==> src/rtl/fetch_pkg.sv <==
// Shared fetch-stage definitions: default widths, the reset fetch address,
// the {inst, pc} entry record used by the prefetch queue and the instruction
// register, and a counter-width helper.
package fetch_pkg;

  localparam int FETCH_INST_W = 67;
  localparam int FETCH_ADDR_W = 32;
  localparam logic [FETCH_ADDR_W-1:0] FETCH_RESET_PC = '0;

  typedef struct packed {
    logic [FETCH_INST_W-1:0] inst;
    logic [FETCH_ADDR_W-1:0] pc;
  } fetch_entry_t;

  // Occupancy counters must hold the value DEPTH itself, hence the extra bit.
  function automatic int fetch_cnt_w(input int depth);
    return $clog2(depth) + 1;
  endfunction

endpackage

==> src/rtl/fetch_sync_fifo.sv <==
// Single-clock in-order FIFO with push, pop, synchronous clear and an
// occupancy count. DEPTH must be a power of two (>= 2) so the pointers wrap
// naturally. A pop and a push on the last free slot may share a cycle.
module fetch_sync_fifo
  import fetch_pkg::*;
#(
  parameter int WIDTH = 8,
  parameter int DEPTH = 4,
  localparam int PTR_W = $clog2(DEPTH),
  localparam int CNT_W = fetch_cnt_w(DEPTH)
) (
  input  logic             clk,
  input  logic             rst,
  input  logic             clear,
  input  logic             push,
  input  logic [WIDTH-1:0] push_data,
  input  logic             pop,
  output logic [WIDTH-1:0] head,
  output logic [CNT_W-1:0] count
);

  logic [WIDTH-1:0] mem [DEPTH];
  logic [PTR_W-1:0] wr_ptr;
  logic [PTR_W-1:0] rd_ptr;
  logic             pop_ok;
  logic             push_ok;

  assign pop_ok  = pop && (count != '0);
  assign push_ok = push && ((count != CNT_W'(DEPTH)) || pop_ok);
  assign head    = mem[rd_ptr];

  // Pointer and occupancy tracking; clear empties the queue in one cycle
  always_ff @(posedge clk or posedge rst) begin
    if (rst) begin
      wr_ptr <= '0;
      rd_ptr <= '0;
      count  <= '0;
    end else if (clear) begin
      wr_ptr <= '0;
      rd_ptr <= '0;
      count  <= '0;
    end else begin
      if (push_ok) wr_ptr <= wr_ptr + 1'b1;
      if (pop_ok)  rd_ptr <= rd_ptr + 1'b1;
      count <= count + CNT_W'(push_ok) - CNT_W'(pop_ok);
    end
  end

  // Entry storage carries no reset; only the occupancy count qualifies it
  always_ff @(posedge clk) begin
    if (push_ok) mem[wr_ptr] <= push_data;
  end

endmodule

==> src/rtl/fetch_prefetch_queue.sv <==
// Fetch-stage prefetch queue. Issues sequential fetch addresses under a
// credit scheme (buffered + in-flight never exceeds DEPTH), buffers returned
// instruction words with their addresses and presents the head entry to the
// instruction register. A redirect flushes everything buffered and marks all
// in-flight responses for discard.
// Optional build macro FETCH_PERF_CNT_EN adds bubble_cnt and flush_cnt.
module fetch_prefetch_queue
  import fetch_pkg::*;
#(
  parameter int                INST_W   = FETCH_INST_W,
  parameter int                ADDR_W   = FETCH_ADDR_W,
  parameter int                DEPTH    = 4,
  parameter int                PC_STEP  = 1,
  parameter logic [ADDR_W-1:0] RESET_PC = FETCH_RESET_PC
) (
  input  logic              clk,
  input  logic              rst,
  output logic              mem_req,
  output logic [ADDR_W-1:0] mem_addr,
  input  logic              mem_gnt,
  input  logic              mem_rvalid,
  input  logic [INST_W-1:0] mem_rdata,
  input  logic              redirect,
  input  logic [ADDR_W-1:0] redirect_pc,
  output logic              ir_wr,
  output logic [INST_W-1:0] ir_inst,
  output logic [ADDR_W-1:0] ir_pc,
  input  logic              ir_take
`ifdef FETCH_PERF_CNT_EN
  ,
  output logic [31:0]       bubble_cnt,
  output logic [15:0]       flush_cnt
`endif
);

  localparam int CNT_W = fetch_cnt_w(DEPTH);
  localparam int ENT_W = INST_W + ADDR_W;

  logic [ADDR_W-1:0] fetch_pc;
  logic [CNT_W-1:0]  outstanding;
  logic [CNT_W-1:0]  outstanding_nxt;
  logic [CNT_W-1:0]  discard;
  logic [CNT_W-1:0]  inst_count;
  logic [CNT_W-1:0]  addr_count;
  logic [CNT_W:0]    credit_used;
  logic [ADDR_W-1:0] resp_pc;
  logic [ENT_W-1:0]  head_entry;
  logic              xfer;
  logic              resp_live;
  logic              resp_keep;
  logic              resp_drop;

  // A response with nothing outstanding is a protocol violation and is ignored.
  assign resp_live = mem_rvalid && (outstanding != '0);
  assign resp_keep = resp_live && (discard == '0);
  assign resp_drop = resp_live && (discard != '0);

  assign credit_used = {1'b0, inst_count} + {1'b0, outstanding};
  assign mem_req     = !rst && !redirect && (credit_used < (CNT_W+1)'(DEPTH));
  assign mem_addr    = fetch_pc;
  assign xfer        = mem_req && mem_gnt;

  assign outstanding_nxt = outstanding + CNT_W'(xfer) - CNT_W'(resp_live);

  // Addresses of requests still awaiting a kept response, in issue order.
  fetch_sync_fifo #(
    .WIDTH (ADDR_W),
    .DEPTH (DEPTH)
  ) u_addr_q (
    .clk       (clk),
    .rst       (rst),
    .clear     (redirect),
    .push      (xfer),
    .push_data (fetch_pc),
    .pop       (resp_keep),
    .head      (resp_pc),
    .count     (addr_count)
  );

  // Returned instruction words paired with their fetch address.
  fetch_sync_fifo #(
    .WIDTH (ENT_W),
    .DEPTH (DEPTH)
  ) u_inst_q (
    .clk       (clk),
    .rst       (rst),
    .clear     (redirect),
    .push      (resp_keep && !redirect),
    .push_data ({mem_rdata, resp_pc}),
    .pop       (ir_take && ir_wr && !redirect),
    .head      (head_entry),
    .count     (inst_count)
  );

  assign ir_wr   = (inst_count != '0);
  assign ir_inst = ir_wr ? head_entry[ENT_W-1:ADDR_W] : '0;
  assign ir_pc   = ir_wr ? head_entry[ADDR_W-1:0]     : '0;

  // Fetch address, in-flight credit and discard bookkeeping. A redirect marks
  // every request still in flight after this cycle as stale; a response that
  // lands in the redirect cycle itself is dropped along with the flush.
  always_ff @(posedge clk or posedge rst) begin
    if (rst) begin
      fetch_pc    <= RESET_PC;
      outstanding <= '0;
      discard     <= '0;
    end else begin
      outstanding <= outstanding_nxt;
      if (redirect) begin
        fetch_pc <= redirect_pc;
        discard  <= outstanding_nxt;
      end else begin
        if (xfer)      fetch_pc <= fetch_pc + ADDR_W'(PC_STEP);
        if (resp_drop) discard  <= discard - 1'b1;
      end
    end
  end

`ifdef FETCH_PERF_CNT_EN
  function automatic logic [31:0] sat_inc32(input logic [31:0] v);
    return (v == '1) ? v : v + 32'd1;
  endfunction

  function automatic logic [15:0] sat_inc16(input logic [15:0] v);
    return (v == '1) ? v : v + 16'd1;
  endfunction

  // Saturating counts of empty-head cycles and accepted redirects
  always_ff @(posedge clk or posedge rst) begin
    if (rst) begin
      bubble_cnt <= '0;
      flush_cnt  <= '0;
    end else begin
      if (!ir_wr)   bubble_cnt <= sat_inc32(bubble_cnt);
      if (redirect) flush_cnt  <= sat_inc16(flush_cnt);
    end
  end
`endif

`ifndef SYNTHESIS
  a_no_orphan_rvalid: assert property (@(posedge clk) disable iff (rst)
    !(mem_rvalid && (outstanding == '0)));
  a_addr_q_tracks_kept: assert property (@(posedge clk) disable iff (rst)
    addr_count == (outstanding - discard));
`endif

endmodule

==> config.mk <==
export PLATFORM = sky130hd
export DESIGN_NAME = fetch_prefetch_queue
export DESIGN_NICKNAME = d
export VERILOG_FILES = /design/src/rtl/fetch_pkg.sv /design/src/rtl/fetch_sync_fifo.sv /design/src/rtl/fetch_prefetch_queue.sv
export SDC_FILE = /design/constraint.sdc
export NUM_CORES = 1
export LEC_CHECK = 0
export BUFFER_PORTS_ARGS = -buffer_cell sky130_fd_sc_hd__buf_4
export CORE_UTILIZATION = 50
export CTS_CLUSTER_SIZE = 12
export DETAILED_ROUTE_END_ITERATION = 10
export MAX_ROUTING_LAYER = met4
export PLACE_DENSITY = 0.76
export SLEW_MARGIN = 20
export SYNTH_ARGS = -nofsm -noshare
export SYNTH_HDL_FRONTEND = slang
export SYNTH_SLANG_ARGS = --single-unit
==> constraint.sdc <==
create_clock -name clk -period 5.6 [get_ports clk]
set_input_delay 0.56 -clock clk [delete_from_list [all_inputs] [get_ports clk]]
set_output_delay 0.56 -clock clk [all_outputs]
set_load 0.01 [all_outputs]
# [Word-level counts from Yosys, hierarchy flattened]
# Memories as Yosys holds them, arrays and structs flattened.
# Index checks and enable logic that the tools add are counted.
[classes] add_sub_neg=13 n_mul=0 div_mod_pow=0 n_lt_le_gt_ge=1 eq_ne=2 shift=0 muxes=20 bitwise_logic=0 reduce_logical=28
[ops] op="$mux W32" n=3
[ops] op="$mux W67" n=1
[ops] op="$add A32 B1 Y32 const B" n=1
[ops] op="$mux W2" n=8
[ops] op="$logic_and A1 B1 Y1" n=13
[ops] op="$mux W3" n=4
[ops] op="$reduce_bool A2 Y1" n=6
[ops] op="$reduce_bool A3 Y1" n=4
[ops] op="$add A3 B1 Y3" n=3
[ops] op="$sub A3 B1 Y3" n=3
[ops] op="$add A2 B1 Y2 const B" n=4
[ops] op="$ne A3 B3 Y1 const B" n=2
[ops] op="$add A3 B3 Y4" n=1
[ops] op="$lt A4 B3 Y1 const B" n=1
[ops] op="$mux W1" n=4
[ops] op="$logic_not A3 Y1" n=1
[ops] op="$sub A3 B1 Y3 const B" n=1
[ops] op="$logic_not A1 Y1" n=2
[ops] op="$logic_or A1 B1 Y1" n=2
[word_totals] regBits=52 latch_bits=0 ram_bits=524 rom_bits=0 output_inout_bits=133 elab_cells=75 memories=2
[mem_list] memory="u_inst_q.mem" words=4 width=99 read_ports=1 rd_clocked_by_memory_dff=0 write_ports=1 line="fetch_sync_fifo.sv:22" rtl="logic [WIDTH-1:0] mem [DEPTH];"
[mem_list] memory="u_addr_q.mem" words=4 width=32 read_ports=1 rd_clocked_by_memory_dff=0 write_ports=1 line="fetch_sync_fifo.sv:22"

# [Depth between registers and ports, before layout]
# Gate-level depths: netlist of run 1.
[logic_depth] depth_word=9 ltp_mapped=14 mapped_depth_nobuf=12

# [Hierarchy]
# Synthesis of run 1 repeated with hierarchy kept, for this count alone.
[hier_totals] cells_unflattened=1169 area_unflattened_um2=22851.9
[by_module_without_submodules] module="fetch_sync_fifo at u_inst_q" instances=1 cells_per_inst=561 area_each_um2=14677.8 seq_area_each_um2=12066.6
[by_module_without_submodules] module="fetch_sync_fifo at u_addr_q" instances=1 cells_per_inst=212 area_each_um2=5064.9 seq_area_each_um2=4018.9
[by_module_without_submodules] module="fetch_prefetch_queue" instances=1 cells_per_inst=396 area_each_um2=3109.2 seq_area_each_um2=950.9

# [Least setup slack after synthesis of run 1]
# OpenSTA, ideal clock, no wires.
[synth_timing] kind="reg-to-reg" startpoint="register discard[0]" endpoint="memory u_inst_q.mem[0][0] (netlist name), enable pin" setup_time_ns=0.469 t_arrival_ns=3.621 required_time_ns=5.131 slack_ns=1.510 stages_incl_launch_ff=7 path_buffers=0 synth_period_minus_slack_ns=4.090 cell_sequence="dfrtp_1 -> inv_1 -> ha_1 -> nor2b_1 -> nand3b_1 -> nor3_2 -> and2_1"
[synth_via] elab_chain_len=6
[synth_rtl] element="from (decl)" line="fetch_prefetch_queue.sv:42" rtl="logic [CNT_W-1:0] discard;"
[synth_rtl] element="from (signal assigned)" line="fetch_prefetch_queue.sv:111" rtl="discard <= outstanding_nxt;"
[synth_rtl] element="from (signal assigned)" line="fetch_prefetch_queue.sv:114" rtl="if (resp_drop) discard <= discard - 1'b1;"
[synth_rtl] element="$logic_not A3 Y1" line="fetch_prefetch_queue.sv:55" rtl="assign resp_keep = resp_live && (discard == '0);"
[synth_rtl] element="$logic_and A1 B1 Y1" line="fetch_prefetch_queue.sv:55"
[synth_rtl] element="$logic_and A1 B1 Y1" line="fetch_prefetch_queue.sv:88" rtl=".push (resp_keep && !redirect),"
[synth_rtl] element="$logic_and A1 B1 Y1" line="fetch_sync_fifo.sv:29" rtl="assign push_ok = push && ((count != CNT_W'(DEPTH)) || pop_ok);"
[synth_rtl] element="$mux W1" line="fetch_sync_fifo.sv:51" rtl="if (push_ok) mem[wr_ptr] <= push_data;"
[synth_rtl] element="$mux W1 (not written as such)" line="fetch_sync_fifo.sv:51"
[synth_rtl] element="to (decl)" line="fetch_sync_fifo.sv:22"
# No other way between the ends.

# [Worst setup path after layout of run 1]
[layout_timing] startpoint="register u_inst_q.count[2]" endpoint="memory u_addr_q.mem[2][28] (netlist name), enable pin"
[layout_via] elab_chain_len=7
[layout_rtl] element="from (decl)" line="fetch_sync_fifo.sv:19" rtl="output logic [CNT_W-1:0] count"
[layout_rtl] element="from (signal assigned)" line="fetch_sync_fifo.sv:45" rtl="count <= count + CNT_W'(push_ok) - CNT_W'(pop_ok);"
[layout_rtl] element="$add A3 B3 Y4" line="fetch_prefetch_queue.sv:58" rtl="assign credit_used = {1'b0, inst_count} + {1'b0, outstanding};"
[layout_rtl] element="$lt A4 B3 Y1" line="fetch_prefetch_queue.sv:59" rtl="assign mem_req = !rst && !redirect && (credit_used < (CNT_W+1)'(DEPTH));"
[layout_rtl] element="$logic_and A1 B1 Y1" line="fetch_prefetch_queue.sv:59"
[layout_rtl] element="$logic_and A1 B1 Y1" line="fetch_prefetch_queue.sv:61" rtl="assign xfer = mem_req && mem_gnt;"
[layout_rtl] element="$logic_and A1 B1 Y1" line="fetch_sync_fifo.sv:29"
[layout_rtl] element="$mux W1" line="fetch_sync_fifo.sv:51"
[layout_rtl] element="$mux W1 (not written as such)" line="fetch_sync_fifo.sv:51"
[layout_rtl] element="to (decl)" line="fetch_sync_fifo.sv:22"
# No other way between the ends.

==> impl_metrics.csv, run 1 <==
group,metric,value,unit
clocking,cts-resized-gates,0,
detailed_routing,route.met3.wl,2970,µm
detailed_routing,dr.pass1.iters,6,
timing,slew_viol_final,0,
timing,rsz0062_at_grt,"false",
floorplanning,start_util,51.1,%
cells_and_area,final_util,60.2,%
place,globalplace.congestion,0.876,
setup_path,critPathLaunch,"u_inst_q.count[2]",
synth,ys_ff_latch,576,
setup_path,r2r_end,"u_addr_q.mem[2][28]",
detailed_routing,wl_met2,22000,µm
cells_and_area,final_common_cell,"edfxtp_1",
min_path,hold_class,"in2reg",
synth,synth_top_family_by_area,"multiplexers",
synth,ys_types,55,
timing,relSlewSlack,36.7,%
setup_path,critical_path_arrival,4120,ps
place,dpl.hpwl,27300,µm
synth,yosys_most_used_dff,"edfxtp_1",
floorplanning,die_width,215,µm
setup_path,r2r_setup_slack,1740,ps
synth,yosys.area_share.xor_xnor,0.500,%
synth,async_flop_share,9.03,%
detailed_routing,routed_via_density,5.76,
synth,seq_area_frac_synth,74.9,%
detailed_routing,routedWlPerCell,22.3,µm
clocking,clkTransAtPathRegs,60,ps
status,status,"finished clean",
floorplanning,rows,77,
clocking,clockBufferDepth,3,
detailed_routing,drc,0,
detailed_routing,final_antenna_net_count,0,
floorplanning,ios,238,
setup_path,cp.required,5860,ps
pwr,power.density,410,nW/µm²
global_routing,grt_use_total,20.4,%
floorplanning,core-area,44500,µm²
detailed_routing,drt_wl_total,45300,µm
clocking,post_cts_buffers,0,
synth,synth_edf_count,524,
flow_run,maxCapViolCount,0,
synth,ys_warn_count,0,
clocking,numCtsBuffers,57,
global_routing,grt_pass1_wl,70200,µm
clocking,clkSinkCount,576,
cells_and_area,area_growth,17.7,%
pwr,p_leak,9.16,nW
detailed_routing,highest_layer,"met4",
detailed_routing,drtIter0Drc,943,
synth,synthCells,1150,
timing,worstMarginPinSlew,950,ps
setup_path,reg2reg_from,"u_inst_q.count[2]",
global_routing,grt_start_max_net_pins,60,
clocking,clkLatencyLatePin,580,ps
floorplanning,fp.dieArea,46400,µm²
timing,fin_crit_sh,68.9,%
cells_and_area,drive_above_1_share,33.3,%
clocking,htree_levels,2,
clocking,cts_hold_buf,0,
timing,tns,0,ps
clocking,cts-root-buf,"clkbuf_16",
detailed_routing,met1_length,19600,µm
global_routing,grt_overflow_total,0,
synth,avgSynthCellArea,19.8,µm²
detailed_routing,vias,11700,
synth,synth_compound_area_share,2.27,%
synth,syn-num-nets,1277,
timing,min_period,3860,ps
timing,fin_skew,16.4,ps
setup_path,cp-endpoint,"u_addr_q.mem[2][28]",
synth,synth.cell_area,22700,µm²
synth,synthMuxAreaShare,13.1,%
synth,synth-simple-area-share,6.42,%
setup_path,worstPathMaxFanout,37,
timing,fmax,259,MHz
place,port_buffers,237,
global_routing,antenna_found_initial,1,
setup_path,start_kind,"flop",
floorplanning,die_h,215,µm
cells_and_area,final_cell_mix,"edfxtp_1, buf_4, mux4_2",
clocking,cts_tree,"built",
synth,synthAdderAreaFrac,1.31,%
setup_path,rr_worst_depth,7,
timing,hold_viol_final,0,
timing,setup_viol,0,
pwr,ir_drop,0.268,mV
global_routing,first_global_vias,12100,
setup_path,end_kind,"flop",
setup_path,criticalPathCategory,"reg2reg",
cells_and_area,nets,1534,
## sequential cells by signal (all words and copies together), names as in the netlist
signal / flops
u_inst_q.rd_ptr: 2
discard: 3
u_addr_q.mem: 128
u_addr_q.count: 3
mem_addr: 32
u_inst_q.mem: 396
u_addr_q.rd_ptr: 2
outstanding: 3
u_inst_q.wr_ptr: 2
u_inst_q.count: 3
u_addr_q.wr_ptr: 2
## power by group
part | internal [mW] | total [mW] | switching [mW] | leakage (nW)
registers | 4.95 | 5.22 | 0.271 | 5.37
clock network | 1.88 | 3.35 | 1.46 | 0.779
logic | 1.26 | 2.43 | 1.17 | 3.01
total | 8.09 | 11.0 | 2.90 | 9.16
## Yosys cell counts, drive strengths merged (5+ instances only)
| cell | instances | area (µm²) |
|---|---|---|
| a21oi | 7 | 35.0 |
| a31oi | 5 | 46.3 |
| and2 | 108 | 676 |
| and3 | 9 | 57.6 |
| buf | 27 | 148 |
| clkbuf | 32 | 121 |
| dfrtp | 52 | 1300 |
| edfxtp | 524 | 15700 |
| ha | 19 | 238 |
| inv | 20 | 75.1 |
| mux4 | 131 | 2950 |
| nand2 | 47 | 179 |
| nand3 | 26 | 155 |
| nand4 | 8 | 62.6 |
| nor2 | 25 | 93.8 |
| nor3 | 6 | 46.3 |
| o211ai | 13 | 97.6 |
| o21ai | 25 | 125 |
| o311ai | 11 | 96.3 |
| xnor2 | 7 | 61.3 |
| xor2 | 6 | 52.6 |
## routing by layer
| metal | vias to the layer above | track usage [%] |
|---|---|---|
| met2 | 466 | 31.9 |
| met4 | 0 | 5.20 |
| met1 | 6066 | 28.4 |
| met3 | 55 | 3.27 |
| li1 | 5116 | - |
| met5 | - | - |
## critical path, stage by stage, from the launching register on
cell and delay, ps:
dfrtp_1 420, ha_1 300, nor3_1 230, and4_1 700
inv_2 470, a31oi_4 370, and2_1 630, buf_4 400
## stage by stage
stage	total power [mW]	cell area (µm²)	worst slack [ps]	hold slack, ps	instances
finish	11.0	26800	1740	171	2033
global route	11.5	26800	1490	147	2033
CTS	11.1	26800	1720	136	2032
detailed placement	7.78	25200	1650	550	1940
global placement	7.75	25200	1740	526	1940
floorplan	6.69	22700	1510	503	1150
## cells by family (layout without fill, tap and decap cells)
logic type / Yosys count / count (layout)
buf+inv: 79 / 369
other cells: 0 / 1
fa+ha+maj: 22 / 22
xor+xnor: 13 / 13
mux: 134 / 134
simple gates: 251 / 251
compound gates: 75 / 75
flops: 576 / 576
## worst min-delay path by stage
stage,startpoint,to,slack [ps],cells after the start
floorplan,u_inst_q.wr_ptr[0],u_inst_q.wr_ptr[0],500,1
global placement,u_inst_q.wr_ptr[0],u_inst_q.wr_ptr[0],530,1
detailed placement,u_inst_q.wr_ptr[0],u_inst_q.wr_ptr[0],550,1
CTS,mem_rdata[6],u_inst_q.mem[1][38],140,1
global route,mem_rdata[6],u_inst_q.mem[1][38],150,1
finish,mem_rdata[4],u_inst_q.mem[0][36],170,1
## cell type report
| class | count | area [µm²] |
|---|---|---|
| sequential | 576 | 17000 |
| tap | 592 | 741 |
| timing repair buffer | 257 | 1940 |
| fill | 3224 | 17700 |
| clock buffer | 77 | 1530 |
| antenna | 1 | 2.50 |
| clock inverter | 15 | 62.6 |
| multi-input combinational | 495 | 5380 |
| inverter | 20 | 76.3 |
(Power assumes the default switching activity.)
==> inputs of run 2 (changes only) <==
Clock period 5.6 ns to 3.55 ns, I/O delays scaled along.
==> impl_metrics.csv, run 2 (synthesis gave the netlist of run 1 again) <==
group,metric,value,unit
status,status,"finished, violations left",
status,violations,"hold timing",
place,placed_cells,1944,
pwr,ir_drop,0.426,mV
pwr,power.density,629,nW/µm²
pwr,p_leak,9.58,nW
clocking,clkTransAtPathRegs,60,ps
timing,fmax,348,MHz
pwr,p_switching,4.61,mW
clocking,cts_tree,"built",
detailed_routing,dr.pass1.iters,7,
detailed_routing,routed_via_density,5.65,
setup_path,cp.required,3190,ps
global_routing,grt_use_total,21.1,%
pwr,pwr-share-clk,30.0,%
timing,setup_viol,0,
cells_and_area,drive_above_1_share,31.3,%
clocking,cts-root-buf,"clkbuf_16",
place,placed_cell_area,25300,µm²
cells_and_area,instances_no_fill,2129,
timing,fin_skew,12.8,ps
timing,rsz0062_at_grt,"false",
timing,min_period,2870,ps
cells_and_area,fin_area,27900,µm²
cells_and_area,area_growth,22.4,%
floorplanning,ios,238,
detailed_routing,drc,0,
timing,holdWs,-35.9,ps
floorplanning,rows,77,
timing,tns,0,ps
clocking,clkSinkCount,576,
clocking,clockBufferDepth,3,
pwr,p_comb_share,23.5,%
setup_path,r2r_setup_slack,800,ps
floorplanning,fp.dieArea,46400,µm²
cells_and_area,final_common_cell,"edfxtp_1",
floorplanning,die_h,215,µm
flow_run,maxCapViolCount,0,
clocking,clkLatencyLatePin,590,ps
detailed_routing,vias,12000,
timing,hold_viol_final,52,
timing,relSlewSlack,38.2,%
clocking,htree_levels,2,
timing,setup_ws,680,ps
global_routing,first_global_vias,12500,
detailed_routing,drtIter0Drc,1045,
setup_path,worstPathMaxFanout,39,
setup_path,critical_path_arrival,2510,ps
cells_and_area,regMostFlops,"u_inst_q.mem",
place,globalplace.congestion,0.831,
cells_and_area,nets,1631,
global_routing,antenna_found_initial,1,
pwr,power_frac_seq,46.5,%
min_path,hold_class,"in2async",
global_routing,grt_overflow_total,0,
floorplanning,start_util,51.1,%
setup_path,criticalPathCategory,"reg2out",
place,dpl.hpwl,27000,µm
detailed_routing,drt_wl_total,46800,µm
clocking,numCtsBuffers,56,
timing,worstMarginPinSlew,926,ps
place,pre_cts_slack,808,ps
detailed_routing,final_antenna_net_count,0,
cells_and_area,largest_register_ff_count,396,
pwr,netSwitchingFraction,26.3,%
detailed_routing,routedWlPerCell,22.0,µm
setup_path,start_kind,"flop",
timing,slew_viol_final,0,
floorplanning,die_width,215,µm
timing,fin_crit_sh,80.8,%
setup_path,end_kind,"primary output",
place,port_buffers,237,
pwr,p_int,12.9,mW
cells_and_area,final_cell_mix,"edfxtp_1, buf_4, mux4_2",
clocking,cts_hold_buf,93,
clocking,post_cts_buffers,0,
clocking,cts-resized-gates,0,
floorplanning,core-area,44500,µm²
global_routing,grt_pass1_wl,72300,µm
global_routing,grt_start_max_net_pins,102,
[run 2: changes by cell type in the layout (fill, tap and decap cells not counted), sizes merged]
cell / change
buf: +5
clkbuf: +6
clkinvlp: +1
clkinv: -9
dlygate4sd3: +93
[run 2: power by group through the flow]
stage               sequential, mW  clock, mW  combinational (mW)
floorplan                     8.14          0                2.41
detailed placement            8.28          0                4.05
global route                  8.18       5.62                4.48
CTS                           8.14       5.37                4.15
finish                        8.15       5.24                4.12
global placement              8.25          0                4.01
[run 2: per-stage QoR]
step / power, mW / utilization, % / hold slack [ps]
2_1_floorplan: 10.5 / - / 454
3_3_place_gp: 12.3 / 56.9 / 530
3_5_place_dp: 12.3 / 56.9 / 547
4_1_cts: 17.7 / 62.5 / 1.89
5_1_grt: 18.3 / 62.6 / 14.8
6_report: 17.5 / 62.6 / -35.9
[run 2: final timing paths]
| path | startpoint | endpoint | depth (start not counted) |
|---|---|---|---|
| worst max-delay path | u_inst_q.rd_ptr[1] | ir_pc[8] | 4 |
| worst min-delay path | rst | outstanding[0] | 2 |
| worst max register to register | outstanding[2] | u_addr_q.mem[0][17] | 8 |
| worst min register to register | u_inst_q.wr_ptr[0] | u_inst_q.wr_ptr[0] | 1 |
| max in group asynchronous | rst | u_inst_q.rd_ptr[0] | 2 |
| min in group clk | redirect_pc[15] | mem_addr[15] | 3 |
[run 2: final cells by class]
cell class	count	area, µm²
Antenna cell	1	2.50
Clock buffer	83	1540
Clock inverter	7	31.3
Fill cell	3080	16700
Inverter	20	76.3
Multi-Input combinational cell	495	5380
Sequential cell	576	17000
Tap cell	592	741
Timing Repair Buffer	355	3030
[run 2: metal layers]
layer / up-vias / share of wire [%] / global-route usage [%]
met5: - / 0 / -
met4: 0 / 2.0 / 5.13
met3: 78 / 7.3 / 3.88
met2: 515 / 48 / 32.5
met1: 6133 / 43 / 29.5
li1: 5305 / - / -
[run 2: critical path: stages, from the launching register on]
cell     delay (ps)
dfrtp_4         860
buf_4           350
mux4_2          350
and2_1          210
buf_4           150
